**src/rtl/hdmi_island_pkg.sv**
```systemverilog
// Shared types and constants for the HDMI island scheduler.
// Build option: HDMI_ISLAND_RR_EN selects round-robin arbitration (default: fixed priority).
package hdmi_island_pkg;

  typedef enum logic [2:0] {
    S_IDLE,
    S_PREAMBLE,
    S_LEAD_GUARD,
    S_PACKET,
    S_TRAIL_GUARD
  } island_state_t;

  localparam int PREAMBLE_LEN = 8;
  localparam int GUARD_LEN    = 2;
  localparam int PACKET_LEN   = 32;
  localparam int ISLAND_LEN   = PREAMBLE_LEN + 2 * GUARD_LEN + PACKET_LEN;

  localparam logic [3:0] CTL_VIDEO  = 4'b0001;
  localparam logic [3:0] CTL_ISLAND = 4'b0101;

  // Terminal count of a phase that lasts len cycles.
  function automatic logic [4:0] last_cnt(input int len);
    return 5'(len - 1);
  endfunction

endpackage

```
**src/rtl/hdmi_rr_arbiter.sv**
```systemverilog
// One-hot packet-source arbiter. With HDMI_ISLAND_RR_EN defined the search starts at a
// pointer that moves past the granted requester on each advance strobe; otherwise lowest index wins.
module hdmi_rr_arbiter #(
  parameter int NUM_REQ = 2
) (
`ifdef HDMI_ISLAND_RR_EN
  input  logic               clk,
  input  logic               reset,
  input  logic               advance,
  input  logic [NUM_REQ-1:0] owner,
`endif
  input  logic [NUM_REQ-1:0] req,
  output logic [NUM_REQ-1:0] grant
);

`ifdef HDMI_ISLAND_RR_EN
  localparam int PW = (NUM_REQ > 1) ? $clog2(NUM_REQ) : 1;

  logic [PW-1:0]          ptr;
  logic [PW-1:0]          next_ptr;
  logic [2*NUM_REQ-1:0]   req_dbl;
  logic [2*NUM_REQ-1:0]   gnt_dbl;
  logic [NUM_REQ-1:0]     req_rot;
  logic [NUM_REQ-1:0]     gnt_rot;

  // Rotate so the pointer sits at bit 0, pick the lowest bit, rotate back.
  assign req_dbl = {req, req} >> ptr;
  assign req_rot = req_dbl[NUM_REQ-1:0];
  assign gnt_rot = req_rot & (~req_rot + NUM_REQ'(1));
  assign gnt_dbl = {gnt_rot, gnt_rot} << ptr;
  assign grant   = gnt_dbl[2*NUM_REQ-1:NUM_REQ];

  always_comb begin
    next_ptr = ptr;
    for (int i = 0; i < NUM_REQ; i++) begin
      if (owner[i]) next_ptr = (i == NUM_REQ - 1) ? '0 : PW'(i + 1);
    end
  end

  always_ff @(posedge clk or posedge reset) begin
    if (reset)        ptr <= '0;
    else if (advance) ptr <= next_ptr;
  end
`else
  assign grant = req & (~req + NUM_REQ'(1));
`endif

endmodule

```
**src/rtl/hdmi_island_scheduler.sv**
```systemverilog
// Schedules video preamble/guard and one 44-cycle data island per line on the pixel clock.
// Build option: HDMI_ISLAND_RR_EN selects round-robin packet arbitration.
module hdmi_island_scheduler #(
  parameter int NUM_REQ        = 2,
  parameter int H_TOTAL        = 858,
  parameter int H_ACTIVE_START = 60,
  parameter int ISLAND_HPOS    = 782
) (
  input  logic               clk,
  input  logic               reset,
  input  logic               enable,
  input  logic [9:0]         hpos,
  input  logic               in_hblank,
  input  logic               in_vblank,
  input  logic [NUM_REQ-1:0] req,
  output logic [NUM_REQ-1:0] grant,
  output logic               ack,
  output logic               preamble,
  output logic [3:0]         ctl,
  output logic               guard_video,
  output logic               guard_island,
  output logic               in_island_data,
  output logic [4:0]         packet_cycle,
  output logic               error
);
  import hdmi_island_pkg::*;

  if (ISLAND_HPOS + ISLAND_LEN > H_TOTAL) begin : g_bad_island_pos
    $error("island does not fit in the line");
  end
  if (H_ACTIVE_START < 10) begin : g_bad_active_start
    $error("H_ACTIVE_START must leave room for the video preamble");
  end
  if (NUM_REQ < 1 || NUM_REQ > 8) begin : g_bad_num_req
    $error("NUM_REQ must be 1..8");
  end

  localparam logic [9:0] ISL_POS  = 10'(ISLAND_HPOS);
  localparam logic [9:0] VP_FIRST = 10'(H_ACTIVE_START - 10);
  localparam logic [9:0] VP_LAST  = 10'(H_ACTIVE_START - 3);
  localparam logic [9:0] VG_FIRST = 10'(H_ACTIVE_START - 2);
  localparam logic [9:0] VG_LAST  = 10'(H_ACTIVE_START - 1);

  island_state_t      state_q, state_d;
  logic [4:0]         cnt_q, cnt_d;
  logic [NUM_REQ-1:0] arb_grant;
  logic               start, abort, island_d, video_pre, video_guard, overlap;

  hdmi_rr_arbiter #(.NUM_REQ(NUM_REQ)) u_arb (
`ifdef HDMI_ISLAND_RR_EN
    .clk     (clk),
    .reset   (reset),
    .advance (ack),
    .owner   (grant),
`endif
    .req     (req),
    .grant   (arb_grant)
  );

  assign start = (state_q == S_IDLE) && (hpos == ISL_POS) && enable && in_hblank && (|req);

  always_comb begin
    state_d = state_q;
    cnt_d   = cnt_q;
    abort   = 1'b0;
    case (state_q)
      S_IDLE: if (start) begin
        state_d = S_PREAMBLE;
        cnt_d   = '0;
      end
      S_PREAMBLE: if (cnt_q == last_cnt(PREAMBLE_LEN)) begin
        state_d = S_LEAD_GUARD;
        cnt_d   = '0;
      end else cnt_d = cnt_q + 5'd1;
      S_LEAD_GUARD: if (cnt_q == last_cnt(GUARD_LEN)) begin
        state_d = S_PACKET;
        cnt_d   = '0;
      end else cnt_d = cnt_q + 5'd1;
      S_PACKET: if (cnt_q == last_cnt(PACKET_LEN)) begin
        state_d = S_TRAIL_GUARD;
        cnt_d   = '0;
      end else cnt_d = cnt_q + 5'd1;
      S_TRAIL_GUARD: if (cnt_q == last_cnt(GUARD_LEN)) begin
        state_d = S_IDLE;
        cnt_d   = '0;
      end else cnt_d = cnt_q + 5'd1;
      default: begin
        state_d = S_IDLE;
        cnt_d   = '0;
      end
    endcase
    // Losing blanking mid-island kills the island outright; no ack is issued.
    if (state_q != S_IDLE && !in_hblank) begin
      state_d = S_IDLE;
      cnt_d   = '0;
      abort   = 1'b1;
    end
  end

  assign island_d    = (state_d != S_IDLE);
  assign video_pre   = !in_vblank && (hpos >= VP_FIRST) && (hpos <= VP_LAST);
  assign video_guard = !in_vblank && (hpos >= VG_FIRST) && (hpos <= VG_LAST);
  assign overlap     = island_d && (video_pre || video_guard);

  always_ff @(posedge clk or posedge reset) begin
    if (reset) begin
      state_q <= S_IDLE;
      cnt_q   <= '0;
    end else begin
      state_q <= state_d;
      cnt_q   <= cnt_d;
    end
  end

  // Outputs are registered from next-state so they line up with hpos one cycle later.
  always_ff @(posedge clk or posedge reset) begin
    if (reset) begin
      grant          <= '0;
      ack            <= 1'b0;
      preamble       <= 1'b0;
      ctl            <= '0;
      guard_video    <= 1'b0;
      guard_island   <= 1'b0;
      in_island_data <= 1'b0;
      packet_cycle   <= '0;
      error          <= 1'b0;
    end else begin
      grant          <= !island_d ? '0 : (state_q == S_IDLE) ? arb_grant : grant;
      ack            <= (state_d == S_PACKET) && (cnt_d == last_cnt(PACKET_LEN));
      preamble       <= (state_d == S_PREAMBLE) || (video_pre && !island_d);
      ctl            <= (state_d == S_PREAMBLE)    ? CTL_ISLAND :
                        (video_pre && !island_d)   ? CTL_VIDEO  : 4'b0000;
      guard_video    <= video_guard && !island_d;
      guard_island   <= (state_d == S_LEAD_GUARD) || (state_d == S_TRAIL_GUARD);
      in_island_data <= (state_d == S_PACKET);
      packet_cycle   <= (state_d == S_PACKET) ? cnt_d : 5'd0;
      error          <= error | abort | overlap;
    end
  end

endmodule

```
**config.mk**
```make
export PLATFORM = sky130hd
export DESIGN_NAME = hdmi_island_scheduler
export DESIGN_NICKNAME = d
export VERILOG_FILES = /design/src/rtl/hdmi_island_pkg.sv /design/src/rtl/hdmi_rr_arbiter.sv /design/src/rtl/hdmi_island_scheduler.sv
export SDC_FILE = /design/constraint.sdc
export NUM_CORES = 1
export LEC_CHECK = 0
export BUFFER_PORTS_ARGS = -buffer_cell sky130_fd_sc_hd__buf_2
export CAP_MARGIN = 20
export CELL_PAD_IN_SITES_DETAIL_PLACEMENT = 0
export CELL_PAD_IN_SITES_GLOBAL_PLACEMENT = 1
export CORE_MARGIN = 2
export CORE_UTILIZATION = 38
export DETAILED_ROUTE_END_ITERATION = 12
export PLACE_DENSITY_LB_ADDON = 0.1
export SYNTH_ARGS = -nofsm -noshare
export SYNTH_HDL_FRONTEND = slang
export SYNTH_SLANG_ARGS = --single-unit
```
**constraint.sdc**
```tcl
create_clock -name clk -period 2.8 [get_ports clk]
set_clock_uncertainty 0.05 [all_clocks]
set_input_delay 0.56 -clock clk [delete_from_list [all_inputs] [get_ports clk]]
set_output_delay 0.56 -clock clk [all_outputs]
set_load 0.05 [all_outputs]
```
# Yosys cells after proc, flatten, opt, wreduce, memory -nomap -nowiden

Cells that the tools add are included.

Register bits after elaboration: 24
Output and inout bits: 17

Add/subtract/negate cells: 2
$lt $le $gt $ge: 4
Equal/unequal tests: 14
Multiplexer cells: 19
Bitwise gates (word level): 4
Reductions and logical operators: 24

Operator list:

| kind                 | count |
|---|---|
| $mux 5               | 6 |
| $mux 3               | 7 |
| $ge 10x6->1 const B  | 2 |
| $le 10x6->1 const B  | 2 |
| $pmux 5 s4           | 1 |
| $pmux 3 s5           | 1 |
| $logic_and 1x1->1    | 13 |
| $eq 3x2->1 const B   | 4 |
| $eq 10x10->1 const B | 1 |
| $eq 5x5->1 const B   | 2 |
| $eq 3x1->1 const B   | 2 |
| $eq 3x3->1 const B   | 2 |
| $reduce_bool 3->1    | 2 |
| $add 5x1->5 const B  | 1 |
| $eq 5x1->1 const B   | 1 |
| $eq 5x3->1 const B   | 1 |
| $mux 2               | 2 |
| $reduce_or 2->1      | 2 |
| $logic_not 1->1      | 3 |
| $logic_not 3->1      | 1 |
| $logic_or 1x1->1     | 3 |
| $add 2x1->2 const B  | 1 |
| $and 2x2->2          | 1 |
| $mux 1               | 2 |
| other kinds (3)      | 4 |

# Longest topological paths before layout

Gate-level depths: netlist (run 1).

Depth after elaboration: 13
Depth in mapped cells: 9
Gate-level depth less buffers: 9

# Hierarchy

A second synthesis (run 1) with hierarchy kept.

Cell total of the unflattened synthesis: 125
Area total of the unflattened synthesis: 1186.1 um2

By module, submodules not included:

| module                | times used | cells an instance | area an instance (um2) | sequential area each (um2) |
|---|---|---|---|---|
| hdmi_island_scheduler | 1          | 123               | 1164.9                 | 550.5 |
| hdmi_rr_arbiter       | 1          | 2                 | 21.3                   | 0.0 |

# Worst setup path after synthesis (run 1)

No wires, ideal clock.

Kind: reg-to-reg
Start: register cnt_q[0]
End: register ack
Arrival: 2363 ps
Data required time: 2670 ps
Setup slack: 307 ps
Cell stages (with the launch flop): 10
Path buffers: 0
Clock period less this slack: 2493 ps
Cells stage by stage: dfrtp_1 > ha_1 > and3_2 > ha_1 > or2b_1 > or2_2 > nand4b_1 > o22ai_1 > or4_1 > nor3_2

Cells in the longest elaborated chain, start to end: 6
Elaborated cells between the ends (all ways): 19
Those cells by class: add/sub (1); eq/ne (5); mux (12); reduce/logical (1)

Ends and longest elaborated chain:

| what                                      | line                                                     | text |
|---|---|---|
| start, declared                           | hdmi_island_scheduler.sv:45                              | `logic [4:0] cnt_q, cnt_d;` |
| start signal, assigned                    | hdmi_island_scheduler.sv:111                             | `cnt_q <= cnt_d;` |
| $add 5x1->5, or another cell as far along | n/a                                                      |  |
| $mux 5, or another cell as far along      | hdmi_island_scheduler.sv:75, hdmi_island_scheduler.sv:83 |  |
| $pmux 5 s4 or $pmux 3 s5 (tied branches)  | hdmi_island_scheduler.sv:66                              | `case (state_q)` |
| $mux 5 or $mux 3 (tied branches)          | hdmi_island_scheduler.sv:93                              | `if (state_q != S_IDLE && !in_hblank) begin` |
| $eq 5x5->1 or $eq 3x2->1 (tied branches)  | hdmi_island_scheduler.sv:129                             | `ack <= (state_d == S_PACKET) && (cnt_d == last_cnt(PACKET_LEN));` |
| $logic_and 1x1->1 *                       | hdmi_island_scheduler.sv:129                             |  |
| end signal, assigned                      | hdmi_island_scheduler.sv:129                             |  |
| end, declared                             | hdmi_island_scheduler.sv:17                              | `output logic ack,` |

Every way passes the cells marked *; elsewhere a longest branch is shown, timed or not.
A chain may end at the register's enable or synchronous reset.

# Worst setup path in the final report (run 1)

Same ends and word-level chain as after synthesis.

==> Implementation_results.wiki, run 1 <==
{| class="wikitable"
! Metric !! Value
|-
| Critical path, cell by cell || ha_1 > and3_2 > ha_1 > or2b_1 > or2_2 > nand4b_1 > o22ai_1 > or4_1 > nor3_2
|-
| CP Capture Point || ack
|-
| Die Footprint || 3598 sq um
|-
| Die W || 59.99 um
|-
| Number of setup violations in the final report || 0
|-
| Die Ht || 59.99 um
|-
| Number of cells on the worst reg-to-reg path || 9
|-
| Max VDD drop || 295.4 uV
|-
| CTS clk-pin slew, worst paths || 0.13 ns
|-
| Clock latency on the worst-skew pair || 0.30 ns
|-
| Number of different library cells in the post-synthesis netlist || 43
|-
| Slew HR || 47.45%
|-
| Routed length on met2 || 1.088 mm
|-
| Worst R2R Setup Slack || 0.16 ns
|-
| Number of buffers inserted during clock tree synthesis || 3
|-
| H-tree levels || 1
|-
| Routed length per instance || 11.48 um
|-
| CP Depth || 9
|-
| Highest routing layer actually used || met4
|-
| Final core utilization || 48.14%
|-
| Total length of routed wires || 2.341 mm
|-
| Number of nets in the final layout || 181
|-
| Critical path class || flip-flop to flip-flop
|-
| Number of ports placed on the die boundary || 34
|-
| Netlist Area Pre-Place || 1191 sq um
|-
| Reg2reg start || cnt_q[0]
|-
| Footprint of the multi-input gates || 576.8 sq um
|-
| Number of gates given a new drive strength after cts || 0
|-
| Total of fill cells in the finished design || 295
|-
| Count of flip-flops with a built-in enable after synthesis || 0
|-
| Total via count in the routed design || 970
|-
| Antenna violations before repair || 0
|-
| Clock tree from TritonCTS || yes
|-
| Tightest Hold Check Type || primary input to asynchronous set/reset pin
|-
| Unrepaired setup endpoints after global routing || false
|-
| Commonest cells after routing, fill and taps aside || buf_2, dfrtp_1, nor2_1
|-
| Layout area overhead || 22.37%
|-
| Status || finished clean
|-
| Initial core utilization || 39.34%
|-
| Core ar. || 3028 sq um
|-
| Reg-to-reg critical path endpoint || ack
|-
| Row cnt || 20
|-
| Synthesized area per cell || 9.606 sq um
|-
| Final-report max-slew violation count || 0
|-
| Worst path arrival time || 2.83 ns
|-
| Buffer depth of the longest clock path || 2
|-
| Inserted Diodes || 0
|-
| Clock period minus worst slack || 2.639 ns
|-
| Worst Max-Slew Pin Slew || 0.7874 ns
|-
| Number of hold violations in the final report || 0
|-
| TritonCTS sink count || 22
|-
| Root Buffer || clkbuf_4
|-
| Remaining Overflow, GRT || 0
|-
| Final total negative setup slack || 0 ns
|-
| Maximum number of pins on one net before global-route repair || 23
|-
| Sequential share of the synthesized area || 46.22%
|-
| Layout cells sized above 1 || 31.87%
|-
| Detailed-routed wire length on met3 || 106 um
|-
| Number of DRC violations after detailed routing || 0
|-
| Most common cell after layout, fill and taps aside || buf_2
|-
| Critical Path Source || cnt_q[0]
|-
| Proportion of synthesized flip-flops having asynchronous set or reset || 100.0%
|-
| Worst endpoint required time || 2.99 ns
|-
| Global routing usage summed across all routing layers || 15.31%
|-
| Detailed-routing iteration count for the pre-antenna-repair pass || 4
|-
| Post-synthesis cell count || 124
|-
| Area taken by flip-flops and latches || 550.5 sq um
|-
| Most common cell type on the critical path || ha_1
|-
| Worst Path Buf+Inv || 0
|-
| CP max stage cell || or4_1
|-
| Post-route antenna net violation count || 0
|-
| Areal power density over the cells || 806.9 nW/um^2
|-
| Number of global-route vias before repair || 967
|-
| Predominant post-synthesis flop cell || dfrtp_1
|-
| Wire length of the first global-routing pass || 4.091 mm
|-
| Critical path's top delay family || simple AND/OR/NAND/NOR gates
|-
| Sum of net half-perimeters after detailed placement || 1.924 mm
|-
| Total of max-cap violations || 0
|-
| Total of warnings raised by yosys || 0
|-
| Initial detailed-routing violation count || 45
|-
| I/O Buffers || 31
|-
| Crit path largest cell delay || 0.54 ns
|-
| GPL Wtd Cong || 0.7588
|-
| Peak clock frequency supported by timing || 378.9 MHz
|-
| Post-Route M1 WL || 1.126 mm
|-
| Top fanout value on the critical path || 4
|-
| Worst setup SP type || flip-flop
|-
| Via density per instance || 4.755
|-
| Fraction of the cycle the final worst path needs || 94.26%
|-
| FF+latch count, synth || 22
|-
| Endpoint type of the worst setup path || flip-flop
|-
| Cell leakage power || 0.7549 nW
|}
[stage by stage]
stage	instances	total power, W	hold slack, ns	area, sq um	worst slack, ns
after floorplan	125	0.0008183	0.4992	1195	0.3069
after global placement	197	0.0009198	0.4153	1383	0.2144
after detailed placement	197	0.0009234	0.4210	1383	0.1169
after CTS	201	0.001165	0.3551	1435	0.1129
after global routing	204	0.001265	0.3816	1458	0.004505
final	204	0.001176	0.3251	1458	0.1607
[power breakdown]
part	leakage (nW)	total [W]	internal, W	switching [W]
Combinational	0.431	0.000511	0.000200	0.000312
Sequential	0.296	0.000427	0.000372	0.0000549
Clock	0.0279	0.000238	0.000145	0.0000932
Total	0.755	0.00118	0.000717	0.000460
[worst min-delay path by stage]
stage,to,cells past startpoint,slack (ns)
4_1_cts,grant[1],2,0.36
2_1_floorplan,ack,1,0.50
3_3_place_gp,error,2,0.42
3_5_place_dp,error,2,0.42
6_report,grant[1],2,0.33
5_1_grt,grant[1],2,0.38
[what timing repair did]
| action | 4_1_cts | 5_1_grt |
|---|---|---|
| buffers inserted | 0 | 3 |
| hold buffers | 0 | 0 |
| endpoints found under the setup margin | 0 | 1 |
[registers in the layout (all words and copies together) (netlist names)]
name and count:
error 1, guard_video 1, in_island_data 1, packet_cycle 5
state_q 3, ack 1, ctl 1, cnt_q 5
grant 2, guard_island 1, preamble 1
[Yosys cell counts (all sizes together) (2+ instances only)]
| cell | number | share of area [%] |
|---|---|---|
| and3 | 2 | 1.2 |
| and2 | 2 | 1.1 |
| nor2b | 2 | 1.1 |
| nand3 | 3 | 1.3 |
| o21ai | 4 | 2.0 |
| dfrtp | 22 | 46 |
| nor2 | 21 | 6.6 |
| nor3 | 5 | 2.5 |
| nand4b | 2 | 1.5 |
| or3b | 2 | 1.5 |
| inv | 8 | 2.5 |
| mux2i | 2 | 1.7 |
| nand2 | 5 | 1.6 |
| nand4bb | 2 | 1.9 |
| nor4 | 2 | 1.1 |
| buf | 4 | 2.8 |
| a211oi | 2 | 1.3 |
| ha | 3 | 3.2 |
| a21oi | 6 | 2.8 |
| o21a | 2 | 1.3 |
| nand2b | 6 | 3.2 |
[cell type report]
cell class	count	share of cell area, %
inverters	8	2.060
clock inverters	1	2.060
multi-input cells	90	39.57
clock buffers	3	1.545
flip-flops and latches	22	37.77
repair buffers	36	13.22
well taps	44	3.777
[routing by layer]
metal | track usage [%] | up-vias
met3 | 2.381 | 2
met2 | 23.91 | 22
li1 | - | 501
met5 | 0 | -
met1 | 20.96 | 445
met4 | 6.667 | 0
[cells by family after synthesis]
group,after synthesis,share of synthesized area [%]
AND/OR/NAND/NOR,62,30.46
buffers and inverters,13,5.672
other,1,0.3148
flip-flops,22,46.22
multiplexers,2,1.681
AO/OA/AOI/OAI,21,12.50
adder cells (fa/ha/maj),3,3.152
No activity file was read; power rests on OpenSTA's default activity.
==> run 2, diff against run 1 <==
BUFFER_PORTS_ARGS = -buffer_cell sky130_fd_sc_hd__buf_4   (was -buffer_cell sky130_fd_sc_hd__buf_2)
==> Implementation_results.wiki, run 2 (synthesis gave the netlist of run 1 again) <==
{| class="wikitable"
! Metric !! Value
|-
| Status || finished clean
|-
| Critical path's top delay family || simple AND/OR/NAND/NOR gates
|-
| CP max stage cell || or4_1
|-
| Clock tree from TritonCTS || yes
|-
| Wire length of the first global-routing pass || 4.395 mm (+7.4%)
|-
| Routed length per instance || 12.79 um (+11%)
|-
| Worst Max-Slew Pin Slew || 0.7921 ns (+0.004638 ns)
|-
| Via density per instance || 4.786 (+0.66%)
|-
| Worst endpoint required time || 2.99 ns (about the same)
|-
| Commonest cells after routing, fill and taps aside || buf_4, dfrtp_1, nor2_1
|-
| Clock latency on the worst-skew pair || 0.30 ns (about the same)
|-
| Sum of net half-perimeters after detailed placement || 2.051 mm (+6.6%)
|-
| Most common cell after layout, fill and taps aside || buf_4
|-
| Crit path largest cell delay || 0.53 ns (about the same)
|-
| Die Ht || 59.99 um (unchanged)
|-
| Buffer depth of the longest clock path || 2 (unchanged)
|-
| TritonCTS sink count || 22 (unchanged)
|-
| Post-route antenna net violation count || 0 (unchanged)
|-
| Slew HR || 47.14% (-0.31 points)
|-
| Net switching component of the power || 0.0004697 W (+2.2%)
|-
| Root Buffer || clkbuf_4
|-
| Final core utilization || 50.04% (+1.9 points)
|-
| Global routing usage summed across all routing layers || 16.31% (+1.0 points)
|-
| Antenna violations before repair || 0 (unchanged)
|-
| Maximum number of pins on one net before global-route repair || 23 (unchanged)
|-
| Inserted Diodes || 0 (unchanged)
|-
| Detailed-routing iteration count for the pre-antenna-repair pass || 4 (unchanged)
|-
| Footprint of the multi-input gates || 579.3 sq um (+0.43%)
|-
| Tightest Hold Check Type || primary input to asynchronous set/reset pin
|-
| Fraction of power spent switching nets || 39.53% (+0.46 points)
|-
| Sequential fraction of design power || 36.8% (+0.5 points)
|-
| H-tree levels || 1 (unchanged)
|-
| Total via count in the routed design || 962 (-0.82%)
|-
| Total of fill cells in the finished design || 309 (+4.7%)
|-
| Number of global-route vias before repair || 952 (-1.6%)
|-
| Number of ports placed on the die boundary || 34 (unchanged)
|-
| I/O Buffers || 31 (unchanged)
|-
| Initial detailed-routing violation count || 44 (-2.2%)
|-
| Final-report max-slew violation count || 0 (unchanged)
|-
| Max VDD drop || 330.9 uV (+12%)
|-
| Fraction of the cycle the final worst path needs || 93.64% (-0.62 points)
|-
| Number of hold violations in the final report || 0 (unchanged)
|-
| Critical path class || flip-flop to flip-flop
|-
| Number of DRC violations after detailed routing || 0 (unchanged)
|-
| Internal cell power || 0.0007186 W (+0.26%)
|-
| Cell leakage power || 0.7522 nW (-0.35%)
|-
| Peak clock frequency supported by timing || 381.4 MHz (+0.66%)
|-
| Clock period minus worst slack || 2.622 ns (-0.01742 ns)
|-
| Worst setup SP type || flip-flop
|-
| Layout cells sized above 1 || 31.21% (-0.66 points)
|-
| Core ar. || 3028 sq um (unchanged)
|-
| Total of max-cap violations || 0 (unchanged)
|-
| Layout area overhead || 27.21%
|-
| Portion of total power attributed to the clock network || 20.0% (-0.2 points)
|-
| Final total negative setup slack || 0 ns (unchanged)
|-
| Regs by FF count || cnt_q x5, packet_cycle x5, state_q x3
|-
| Number of setup violations in the final report || 0 (unchanged)
|-
| Number of nets in the final layout || 178 (-1.7%)
|-
| GPL Wtd Cong || 0.7596 (+0.11%)
|-
| Combinational share of power || 43.2% (-0.3 points)
|-
| Row cnt || 20 (unchanged)
|-
| Top fanout value on the critical path || 5 (+1)
|-
| Number of buffers inserted during clock tree synthesis || 3 (unchanged)
|-
| Worst path arrival time || 2.81 ns (-0.02 ns)
|-
| Hold-fix buffers, CTS || 0 (unchanged)
|-
| Endpoint type of the worst setup path || flip-flop
|-
| Critical path, cell by cell || ha_2 > and3_2 > ha_1 > or2b_1 > or2_2 > nand4b_1 > o22ai_1 > or4_1 > nor3_2
|-
| Area taken by flip-flops and latches || 550.5 sq um (unchanged)
|-
| Initial core utilization || 39.34% (unchanged)
|-
| Total length of routed wires || 2.570 mm (+9.8%)
|-
| Unrepaired setup endpoints after global routing || false
|-
| Die Footprint || 3598 sq um (unchanged)
|-
| CTS clk-pin slew, worst paths || 0.12 ns (about the same)
|-
| Worst Path Buf+Inv || 0 (unchanged)
|-
| Die W || 59.99 um (unchanged)
|-
| Areal power density over the cells || 784.2 nW/um^2 (-2.8%)
|-
| Remaining Overflow, GRT || 0 (unchanged)
|}
## run 2: routing by layer
metal | global-route usage [%] | part of all wire [%]
met1 | 23.54 | 49
met2 | 25.31 | 46
met3 | 2.381 | 4.0
met4 | 4.762 | 0.39
met5 | 0 | 0
## run 2: area by class of cell
type / instances / share of cell area [%]
clock inverter: 1 / 1.982
inverter: 8 / 1.982
tap: 44 / 3.633
timing repair buffer: 33 / 16.35
clock buffer: 3 / 1.486
sequential: 22 / 36.33
multi-input combinational: 90 / 38.23
## run 2: worst paths after layout
path	from	end	slack [ns]	cells after the start
min in group clk	error	error	0.45	2
hold reg to reg	error	error	0.45	2
max in group asynchronous	reset	state_q[1]	1.86	2
setup reg to reg	cnt_q[0]	ack	0.18	9
hold / removal	reset	packet_cycle[0]	0.34	2
setup / recovery	cnt_q[0]	ack	0.18	9
## run 2: stage by stage
step                      total power [W]  hold slack (ns)  setup WS [ns]  area, sq um  cells
after global routing             0.001273           0.3967        0.01226         1515    201
after detailed placement        0.0009532           0.4306         0.1595         1460    197
after floorplan                 0.0008183           0.4992         0.3069         1195    125
final                            0.001188           0.3436         0.1781         1515    201
after global placement          0.0009415           0.4279         0.2168         1460    197
after CTS                        0.001198           0.3716         0.1407         1513    201
## run 2: power by group through the flow
stage | clock network, W | logic [W] | registers, W
detailed placement | 0 | 0.000511 | 0.000442
finish | 0.000238 | 0.000513 | 0.000438
global placement | 0 | 0.000503 | 0.000438
CTS | 0.000247 | 0.000514 | 0.000437
floorplan | 0 | 0.000327 | 0.000491
global route | 0.000263 | 0.000562 | 0.000449
## run 2: what timing repair did
action / CTS / global route
endpoints found under the setup margin: 0 / 1
gates resized for setup: 0 / 1
setup buffers: 0 / 0
